===== config.mk =====
export PLATFORM = sky130hd
export DESIGN_NAME = tpc_mc_core_flat
export DESIGN_NICKNAME = d
export VERILOG_FILES = /design/src/rtl/tpc_mc_pkg.sv /design/src/rtl/tpc_mc_if.sv /design/src/rtl/tpc_mc_gpr.sv /design/src/rtl/tpc_mc_core.sv /design/src/flat_wrapper.sv
export SDC_FILE = /design/constraint.sdc
export NUM_CORES = 2
export LEC_CHECK = 0
export CAP_MARGIN = 20
export CORE_MARGIN = 1.5
export CORE_UTILIZATION = 29
export CTS_CLUSTER_SIZE = 14
export DETAILED_ROUTE_END_ITERATION = 12
export GPL_TIMING_DRIVEN = 0
export HOLD_SLACK_MARGIN = 0.1
export PLACE_DENSITY = 0.54
export SLEW_MARGIN = 10
export SYNTH_ARGS = -nofsm -noshare
export SYNTH_HDL_FRONTEND = slang
export SYNTH_SLANG_ARGS = --single-unit
export TNS_END_PERCENT = 1

===== constraint.sdc =====
create_clock -name clk -period 5.23 [get_ports clk]
set_input_delay 1.046 -clock clk [delete_from_list [all_inputs] [get_ports clk]]
set_output_delay 1.046 -clock clk [all_outputs]
set_load 0.005 [all_outputs]

===== src/rtl/tpc_mc_pkg.sv =====
// Shared types and encodings for the multi-cycle tpc core.
// Covers FSM states, RV32 opcode fields, halt causes and a GPR index check.
package tpc_mc_pkg;

    typedef enum logic [2:0] {
        FETCH = 3'd0,
        WAIT  = 3'd1,
        EXEC  = 3'd2,
        WB    = 3'd3,
        HALT  = 3'd4
    } state_e;

    // HC_NONE doubles as the "retire normally" outcome computed in EXEC
    typedef enum logic [1:0] {
        HC_NONE     = 2'b00,
        HC_EBREAK   = 2'b01,
        HC_ILLEGAL  = 2'b10,
        HC_MISALIGN = 2'b11
    } halt_cause_e;

    localparam logic [6:0] OP_IMM   = 7'b0010011;
    localparam logic [6:0] OP_REG   = 7'b0110011;
    localparam logic [6:0] OP_LUI   = 7'b0110111;
    localparam logic [6:0] OP_AUIPC = 7'b0010111;
    localparam logic [6:0] OP_JAL   = 7'b1101111;
    localparam logic [6:0] OP_JALR  = 7'b1100111;

    localparam logic [2:0] F3_ADD = 3'b000;
    localparam logic [6:0] F7_ADD = 7'b0000000;

    localparam logic [31:0] INST_EBREAK = 32'h0010_0073;

    function automatic logic idx_ok(input logic [4:0] idx, input int unsigned nr);
        return {27'b0, idx} < nr;
    endfunction

endpackage


===== src/rtl/tpc_mc_if.sv =====
// Instruction fetch channel: valid/ready request, valid-only response.
interface tpc_mc_if #(
    parameter int unsigned XLEN = 32
);
    logic            ifu_req_valid;
    logic            ifu_req_ready;
    logic [XLEN-1:0] ifu_req_addr;
    logic            ifu_resp_valid;
    logic [31:0]     ifu_resp_inst;

    modport master (
        output ifu_req_valid, ifu_req_addr,
        input  ifu_req_ready, ifu_resp_valid, ifu_resp_inst
    );

    modport slave (
        input  ifu_req_valid, ifu_req_addr,
        output ifu_req_ready, ifu_resp_valid, ifu_resp_inst
    );
endinterface


===== src/rtl/tpc_mc_gpr.sv =====
// NR_GPR x XLEN register file: two operand reads, one debug read, one write.
// Entry 0 is never written, so every read of index 0 returns zero.
module tpc_mc_gpr #(
    parameter  int unsigned XLEN   = 32,
    parameter  int unsigned NR_GPR = 16,
    localparam int unsigned IDX_W  = $clog2(NR_GPR)
) (
    input  logic             clk,
    input  logic             rst,
    input  logic [IDX_W-1:0] ra1,
    input  logic [IDX_W-1:0] ra2,
    input  logic [IDX_W-1:0] dbg_idx,
    output logic [XLEN-1:0]  rd1,
    output logic [XLEN-1:0]  rd2,
    output logic [XLEN-1:0]  dbg_data,
    input  logic             we,
    input  logic [IDX_W-1:0] wa,
    input  logic [XLEN-1:0]  wd
);
    logic [NR_GPR-1:0][XLEN-1:0] regs_q, regs_d;

    always_comb begin
        regs_d = regs_q;
        if (we && (wa != '0)) regs_d[wa] = wd;
        regs_d[0] = '0;
    end

    always_ff @(posedge clk) begin
        if (rst) regs_q <= '0;
        else     regs_q <= regs_d;
    end

    assign rd1      = regs_q[ra1];
    assign rd2      = regs_q[ra2];
    assign dbg_data = regs_q[dbg_idx];

endmodule


===== src/rtl/tpc_mc_core.sv =====
// Multi-cycle RV32 subset core sequenced FETCH -> WAIT -> EXEC -> WB,
// with halt reporting and an indexed debug read of the register file.
module tpc_mc_core
    import tpc_mc_pkg::*;
#(
    parameter  int unsigned     XLEN     = 32,
    parameter  int unsigned     NR_GPR   = 16,
    parameter  logic [XLEN-1:0] RESET_PC = 'h8000_0000,
    parameter  int unsigned     CNT_W    = 32,
    localparam int unsigned     IDX_W    = $clog2(NR_GPR)
) (
    input  logic             clk,
    input  logic             rst,
    tpc_mc_if.master         ifu,
    output logic [XLEN-1:0]  pc,
    input  logic [IDX_W-1:0] dbg_gpr_idx,
    output logic [XLEN-1:0]  dbg_gpr_data,
    output logic [CNT_W-1:0] retired,
    output logic             halted,
    output logic [1:0]       halt_cause,
    output logic [XLEN-1:0]  halt_code
);
    state_e          state_q, state_d;
    logic [XLEN-1:0] pc_q, pc_d;
    logic [31:0]     inst_q, inst_d;
    logic [XLEN-1:0] res_q, res_d;
    logic [XLEN-1:0] dnpc_q, dnpc_d;
    halt_cause_e     outc_q, outc_d;
    logic            wen_q, wen_d;
    logic [CNT_W-1:0] retired_q, retired_d;
    halt_cause_e     halt_cause_q, halt_cause_d;
    logic [XLEN-1:0] halt_code_q, halt_code_d;

    logic [6:0] opcode, funct7;
    logic [2:0] funct3;
    logic [4:0] rd_f, rs1_f, rs2_f;
    logic [XLEN-1:0] imm_i, imm_u, imm_j;
    logic [XLEN-1:0] rs1_val, rs2_val;
    logic [IDX_W-1:0] ra1;

    halt_cause_e     ex_cause;
    logic [XLEN-1:0] ex_res, ex_dnpc;
    logic            ex_wen, ex_jump, use_rs1, use_rs2;
    logic            gpr_we;

    assign opcode = inst_q[6:0];
    assign rd_f   = inst_q[11:7];
    assign funct3 = inst_q[14:12];
    assign rs1_f  = inst_q[19:15];
    assign rs2_f  = inst_q[24:20];
    assign funct7 = inst_q[31:25];

    assign imm_i = XLEN'($signed(inst_q[31:20]));
    assign imm_u = XLEN'($signed({inst_q[31:12], 12'b0}));
    assign imm_j = XLEN'($signed({inst_q[31], inst_q[19:12], inst_q[20], inst_q[30:21], 1'b0}));

    // EBREAK borrows the rs1 port to capture x10 for halt_code
    assign ra1 = (inst_q == INST_EBREAK) ? IDX_W'(10) : rs1_f[IDX_W-1:0];

    tpc_mc_gpr #(.XLEN(XLEN), .NR_GPR(NR_GPR)) u_gpr (
        .clk      (clk),
        .rst      (rst),
        .ra1      (ra1),
        .ra2      (rs2_f[IDX_W-1:0]),
        .dbg_idx  (dbg_gpr_idx),
        .rd1      (rs1_val),
        .rd2      (rs2_val),
        .dbg_data (dbg_gpr_data),
        .we       (gpr_we),
        .wa       (rd_f[IDX_W-1:0]),
        .wd       (res_q)
    );

    always_comb begin
        ex_cause = HC_ILLEGAL;
        ex_res   = '0;
        ex_dnpc  = pc_q + XLEN'(4);
        ex_wen   = 1'b0;
        ex_jump  = 1'b0;
        use_rs1  = 1'b0;
        use_rs2  = 1'b0;
        if (inst_q == INST_EBREAK) begin
            ex_cause = HC_EBREAK;
            ex_res   = rs1_val;
        end else begin
            case (opcode)
                OP_IMM: if (funct3 == F3_ADD) begin
                    ex_cause = HC_NONE;
                    use_rs1  = 1'b1;
                    ex_wen   = 1'b1;
                    ex_res   = rs1_val + imm_i;
                end
                OP_REG: if (funct3 == F3_ADD && funct7 == F7_ADD) begin
                    ex_cause = HC_NONE;
                    use_rs1  = 1'b1;
                    use_rs2  = 1'b1;
                    ex_wen   = 1'b1;
                    ex_res   = rs1_val + rs2_val;
                end
                OP_LUI: begin
                    ex_cause = HC_NONE;
                    ex_wen   = 1'b1;
                    ex_res   = imm_u;
                end
                OP_AUIPC: begin
                    ex_cause = HC_NONE;
                    ex_wen   = 1'b1;
                    ex_res   = pc_q + imm_u;
                end
                OP_JAL: begin
                    ex_cause = HC_NONE;
                    ex_wen   = 1'b1;
                    ex_jump  = 1'b1;
                    ex_res   = pc_q + XLEN'(4);
                    ex_dnpc  = pc_q + imm_j;
                end
                OP_JALR: if (funct3 == F3_ADD) begin
                    ex_cause = HC_NONE;
                    use_rs1  = 1'b1;
                    ex_wen   = 1'b1;
                    ex_jump  = 1'b1;
                    ex_res   = pc_q + XLEN'(4);
                    ex_dnpc  = rs1_val + imm_i;
                    ex_dnpc  = {ex_dnpc[XLEN-1:1], 1'b0};
                end
                default: ;
            endcase
            if (ex_cause == HC_NONE) begin
                if (!idx_ok(rd_f, NR_GPR) || (use_rs1 && !idx_ok(rs1_f, NR_GPR)) ||
                    (use_rs2 && !idx_ok(rs2_f, NR_GPR)))
                    ex_cause = HC_ILLEGAL;
                else if (ex_jump && ex_dnpc[1])
                    ex_cause = HC_MISALIGN;
            end
        end
    end

    always_comb begin
        state_d      = state_q;
        pc_d         = pc_q;
        inst_d       = inst_q;
        res_d        = res_q;
        dnpc_d       = dnpc_q;
        outc_d       = outc_q;
        wen_d        = wen_q;
        retired_d    = retired_q;
        halt_cause_d = halt_cause_q;
        halt_code_d  = halt_code_q;
        gpr_we       = 1'b0;
        case (state_q)
            FETCH: if (ifu.ifu_req_ready) state_d = WAIT;
            WAIT: if (ifu.ifu_resp_valid) begin
                inst_d  = ifu.ifu_resp_inst;
                state_d = EXEC;
            end
            EXEC: begin
                res_d   = ex_res;
                dnpc_d  = ex_dnpc;
                outc_d  = ex_cause;
                wen_d   = ex_wen;
                state_d = WB;
            end
            WB: begin
                case (outc_q)
                    HC_NONE: begin
                        gpr_we    = wen_q;
                        pc_d      = dnpc_q;
                        retired_d = retired_q + CNT_W'(1);
                        state_d   = FETCH;
                    end
                    HC_EBREAK: begin
                        retired_d    = retired_q + CNT_W'(1);
                        halt_cause_d = HC_EBREAK;
                        halt_code_d  = res_q;
                        state_d      = HALT;
                    end
                    default: begin
                        halt_cause_d = outc_q;
                        state_d      = HALT;
                    end
                endcase
            end
            HALT: ;
            default: state_d = FETCH;
        endcase
    end

    always_ff @(posedge clk) begin
        if (rst) begin
            state_q      <= FETCH;
            pc_q         <= RESET_PC;
            inst_q       <= '0;
            res_q        <= '0;
            dnpc_q       <= '0;
            outc_q       <= HC_NONE;
            wen_q        <= 1'b0;
            retired_q    <= '0;
            halt_cause_q <= HC_NONE;
            halt_code_q  <= '0;
        end else begin
            state_q      <= state_d;
            pc_q         <= pc_d;
            inst_q       <= inst_d;
            res_q        <= res_d;
            dnpc_q       <= dnpc_d;
            outc_q       <= outc_d;
            wen_q        <= wen_d;
            retired_q    <= retired_d;
            halt_cause_q <= halt_cause_d;
            halt_code_q  <= halt_code_d;
        end
    end

    assign ifu.ifu_req_valid = (state_q == FETCH) && !rst;
    assign ifu.ifu_req_addr  = pc_q;
    assign pc                = pc_q;
    assign retired           = retired_q;
    assign halted            = (state_q == HALT);
    assign halt_cause        = halt_cause_q;
    assign halt_code         = halt_code_q;

endmodule


===== src/flat_wrapper.sv =====
// flat-port wrapper written by rule: the top's interface ports become plain ports
module tpc_mc_core_flat import tpc_mc_pkg::*;
#(
    parameter  int unsigned     XLEN     = 32,
    parameter  int unsigned     NR_GPR   = 16,
    parameter  logic [XLEN-1:0] RESET_PC = 'h8000_0000,
    parameter  int unsigned     CNT_W    = 32,
    localparam int unsigned     IDX_W    = $clog2(NR_GPR)
)
  (clk, rst, pc, dbg_gpr_idx, dbg_gpr_data, retired, halted, halt_cause, halt_code, ifu_ifu_req_valid, ifu_ifu_req_addr, ifu_ifu_req_ready, ifu_ifu_resp_valid, ifu_ifu_resp_inst);
  tpc_mc_if #(.XLEN(XLEN)) ifu_i ();
  input  logic clk;
  input  logic rst;
  output logic [XLEN-1:0] pc;
  input  logic [IDX_W-1:0] dbg_gpr_idx;
  output logic [XLEN-1:0] dbg_gpr_data;
  output logic [CNT_W-1:0] retired;
  output logic halted;
  output logic [1:0] halt_cause;
  output logic [XLEN-1:0] halt_code;
  output wire logic [$bits(ifu_i.ifu_req_valid)-1:0] ifu_ifu_req_valid;
  output wire logic [$bits(ifu_i.ifu_req_addr)-1:0] ifu_ifu_req_addr;
  input wire logic [$bits(ifu_i.ifu_req_ready)-1:0] ifu_ifu_req_ready;
  input wire logic [$bits(ifu_i.ifu_resp_valid)-1:0] ifu_ifu_resp_valid;
  input wire logic [$bits(ifu_i.ifu_resp_inst)-1:0] ifu_ifu_resp_inst;
  assign ifu_ifu_req_valid = ifu_i.ifu_req_valid;
  assign ifu_ifu_req_addr = ifu_i.ifu_req_addr;
  assign ifu_i.ifu_req_ready = ifu_ifu_req_ready;
  assign ifu_i.ifu_resp_valid = ifu_ifu_resp_valid;
  assign ifu_i.ifu_resp_inst = ifu_ifu_resp_inst;
  tpc_mc_core #(.XLEN(XLEN), .NR_GPR(NR_GPR), .RESET_PC(RESET_PC), .CNT_W(CNT_W)) u_core (.clk(clk), .rst(rst), .ifu(ifu_i), .pc(pc), .dbg_gpr_idx(dbg_gpr_idx), .dbg_gpr_data(dbg_gpr_data), .retired(retired), .halted(halted), .halt_cause(halt_cause), .halt_code(halt_code));
endmodule

==> results_dict.tcl <==
set metrics [dict create \
    syn_area_um2 43220 \
    end_kind "flop" \
    die_y_um 389.1 \
    worst_pin_slew_ns 1.268 \
    dieArea_um2 151400 \
    clock_skew_ns 0.06698 \
    r2r-end "u_core.res_q[16]$_SDFFE_PP0P_" \
    dr.pass1.iters 8 \
    cpPeakStageDelay_ns 0.48 \
    cp-start-kind "flop" \
    ant_nets 0 \
    numPlacedInstances 7186 \
    antenna_found_initial 11 \
    relSlewSlack_pct 15.43 \
    area_growth_pct 22.43 \
    cp-endpoint "u_core.res_q[16]$_SDFFE_PP0P_" \
    grtUsageMet3_pct 8.261 \
    grtUsageMet2_pct 44.26 \
    r2r_setup_slack_ns -0.74 \
    fin_ws_ns -0.7445 \
    period_share_pct 114.2 \
    period_minus_slack_ns 5.974 \
    syn-num-nets 5194 \
    rows 141 \
    syn_area_per_cell_um2 8.579 \
    cp.required_ns 5.78 \
    slowest_stage "or4_4" \
    drive_gt1_share_pct 17.79 \
    clk_pin_slew_worst_paths_ns 0.06 \
    synth_warnings 0 \
    hold_viol 0 \
    maxCapViolCount 0 \
    worstSetupPathType "flop to flop" \
    r2r_cells 24 \
    synth_cell_type_count 88 \
    drt_wl_total_um 228700 \
    finalSetupViolations 52 \
    grt_max_degree 19 \
    htreeDepth 3 \
    start_util_pct 29.24 \
    post-dp-hpwl_um 179800 \
    r2r_start "u_core.inst_q[16]$_SDFFE_PP0P_" \
    nNetsFinal 5555 \
    post-place-ws_ns -3.641 \
    p_per_area_nw_per_um2 243.3 \
    busiest_layer "met2" \
    crit_path_start "u_core.inst_q[16]$_SDFFE_PP0P_" \
    synthCells 5038 \
    die_width_um 389.1 \
    groute.usage.overall_pct 29.33 \
    detail_route.iter0.violations 5475 \
    port_buffers 201 \
    core_area_um2 147800 \
    maxClockFrequency_mhz 167.4 \
    hold_class "flop to flop" \
    cp.arrival_ns 6.52 \
    first_global_vias 40702 \
    async_flop_share_pct 0 \
    synth_enable_flop_cells 0 \
    synth-seq-cells 680 \
    whs_ns 0.4502 \
    io-pin-count 204 \
    irDropWorstVdd_mv 0.2407 \
    grtUsageMet1_pct 37.72 \
    clock_path_buffers 3 \
    rsz0062_at_grt "true" \
    cts_buffers 85 \
    slew_viol_final 0 \
    via_count 43998 \
    wl_per_cell_um 30.91 \
    instances_no_fill 7399 \
    critPathMaxFanout 6 \
    synth_top_flop_cell "dfxtp_1" \
    status "finished with violations" \
    grt_pass1_wl_um 316700 \
    drc 0 \
    clock_latency_ns 0.75 \
    cts_sinks 680 \
    cts_tree "yes" \
    ctsRootBufferMaster "clkbuf_16" \
    violations "setup timing" \
    grt_overflow_total 0 \
    routabilityCongestion 1.047 \
    total_power_mw 12.87 \
    crit_path_cell_trace "buf_12, or4_4, nor3_4, a31o_1, buf_12, buf_16, buf_16, bufbuf_16, mux4_2, mux2i_4, mux2i_2, ha_2, fa_2, nand3_1, a21oi_2, o211ai_1, buf_4, o211ai_1, a21o_1, a21oi_2, xnor2_2, a221o_1, a21oi_1, nor3_1" \
    synth-seq-area-share_pct 31.50 \
    p_leak_nw 17.45 \
    vias_per_cell 5.946 \
]
## metrics by stage
stage / setup TNS, ns / instance area (um^2) / utilization (%)
floorplan: -0.1020 / 43230 / -
global placement: -207.44 / 47660 / 32.24
CTS: -21.91 / 52360 / 35.41
detailed placement: -181.76 / 47880 / 32.39
global route: -28.41 / 52900 / 35.78
finish: -24.44 / 52920 / 35.79
## logic make-up after synthesis
group,Yosys count,share of synthesized area (%)
buffers and inverters,514,5.086
flip-flops,680,31.50
adder cells (fa/ha/maj),116,3.428
AND/OR/NAND/NOR,1830,17.48
multiplexers,501,22.34
AO/OA/AOI/OAI,1246,17.11
XOR/XNOR,151,3.060
## cell usage in the layout (no fill, tap or decap), types with 16 or more instances in the layout
master / count
a211oi_1: 25
a21o_1: 40
a21oi_1: 725
a22o_1: 65
a22oi_1: 16
a31oi_1: 20
and3_1: 29
buf_1: 20
buf_2: 31
buf_4: 90
buf_6: 18
clkbuf_1: 330
clkbuf_16: 86
clkbuf_2: 26
clkbuf_8: 16
clkdlybuf4s50_1: 200
dfxtp_1: 665
ha_1: 92
inv_1: 30
mux2_2: 65
mux2i_1: 53
mux4_2: 363
nand2_1: 1324
nand2b_1: 20
nand3_1: 59
nand4_1: 19
nor2_1: 217
nor3_1: 49
o211ai_1: 32
o21ai_0: 107
o21ai_1: 18
xnor2_1: 62
xor2_1: 61
## timing repair
item	4_1_cts	5_1_grt
setup buffers	41	12
hold buffers	0	0
pin swaps	45	40
gates resized for setup	297	82
gates cloned	1	0
setup endpoints to repair	98	82
## synth_stat cells, types with 32 or more instances
cell type / instances / area [um^2]
buf_4: 43 / 322.8
o21ai_0: 132 / 660.6
a211oi_1: 32 / 240.2
mux2i_1: 72 / 720.7
mux2_2: 65 / 732.0
a22o_1: 65 / 569.3
nor2_1: 224 / 840.8
clkbuf_1: 355 / 1333
nand3_1: 61 / 305.3
a21oi_1: 743 / 3719
mux4_2: 363 / 8175
xor2_1: 69 / 604.3
dfxtp_1: 680 / 13610
nor3_1: 55 / 275.3
xnor2_1: 82 / 718.2
o211ai_1: 32 / 240.2
a21o_1: 40 / 300.3
nand2_1: 1324 / 4970
buf_1: 46 / 172.7
ha_1: 112 / 1401
## critical path: cells and delay by family, from the launching register on
family	cells	cell delay (ns)
buf+inv	6	1.10
mux	3	0.85
simple gates	4	0.90
xor+xnor	1	0.16
flops	1	0.36
compound gates	8	1.79
fa+ha+maj	2	0.63
## where the power goes
group | leakage, nW | total (mW) | internal [mW] | switching, mW
Sequential | 5.49 | 5.25 | 5.21 | 0.0442
Combinational | 10.6 | 1.33 | 0.390 | 0.942
Clock | 1.41 | 6.29 | 3.58 | 2.71
## flip-flops by register name, indices dropped and copies added (netlist names), 3 cells and up
name,count
u_core.dnpc_q,32
u_core.retired,32
u_core.res_q,32
u_core.halt_code,32
u_core.u_gpr.regs_q,480
u_core.state_q,3
u_core.inst_q,32
u_core.ifu.ifu_req_addr,32
## worst min path at each step
stage	endpoint	slack, ns	from	cells past startpoint
2_1_floorplan	u_core.ifu.ifu_req_addr[17]$_SDFFE_PP0P_	0.43	u_core.dnpc_q[17]$_SDFFE_PP0P_	2
3_5_place_dp	u_core.ifu.ifu_req_addr[2]$_SDFFE_PP0P_	0.44	u_core.dnpc_q[2]$_SDFFE_PP0P_	2
4_1_cts	u_core.ifu.ifu_req_addr[8]$_SDFFE_PP0P_	0.45	u_core.dnpc_q[8]$_SDFFE_PP0P_	2
5_1_grt	u_core.ifu.ifu_req_addr[29]$_SDFFE_PP0P_	0.47	u_core.dnpc_q[29]$_SDFFE_PP0P_	2
6_report	u_core.ifu.ifu_req_addr[29]$_SDFFE_PP0P_	0.45	u_core.dnpc_q[29]$_SDFFE_PP0P_	2
3_3_place_gp	u_core.ifu.ifu_req_addr[4]$_SDFFE_PP0P_	0.44	u_core.dnpc_q[4]$_SDFFE_PP0P_	2
## routing by layer
| metal | part of all wire, % | wire (um) | vias up |
|---|---|---|---|
| li1 | - | - | 18847 |
| met1 | 39 | 89770 | 21723 |
| met2 | 43 | 97540 | 2819 |
| met3 | 11 | 25840 | 599 |
| met4 | 6.8 | 15500 | 10 |
| met5 | 0.034 | 77 | - |
## area by class of cell
type | instances | area (um^2)
repair buffers | 276 | 2745
well taps | 1930 | 2415
clock inverters | 40 | 548.0
clock buffers | 111 | 2375
inverters | 32 | 127.6
plain buffers | 480 | 2505
diodes | 6 | 15.01
multi-input cells | 3844 | 28540
flip-flops and latches | 680 | 13640
fillers | 15324 | 94920
Note: power is estimated with default switching activity, not from simulation.
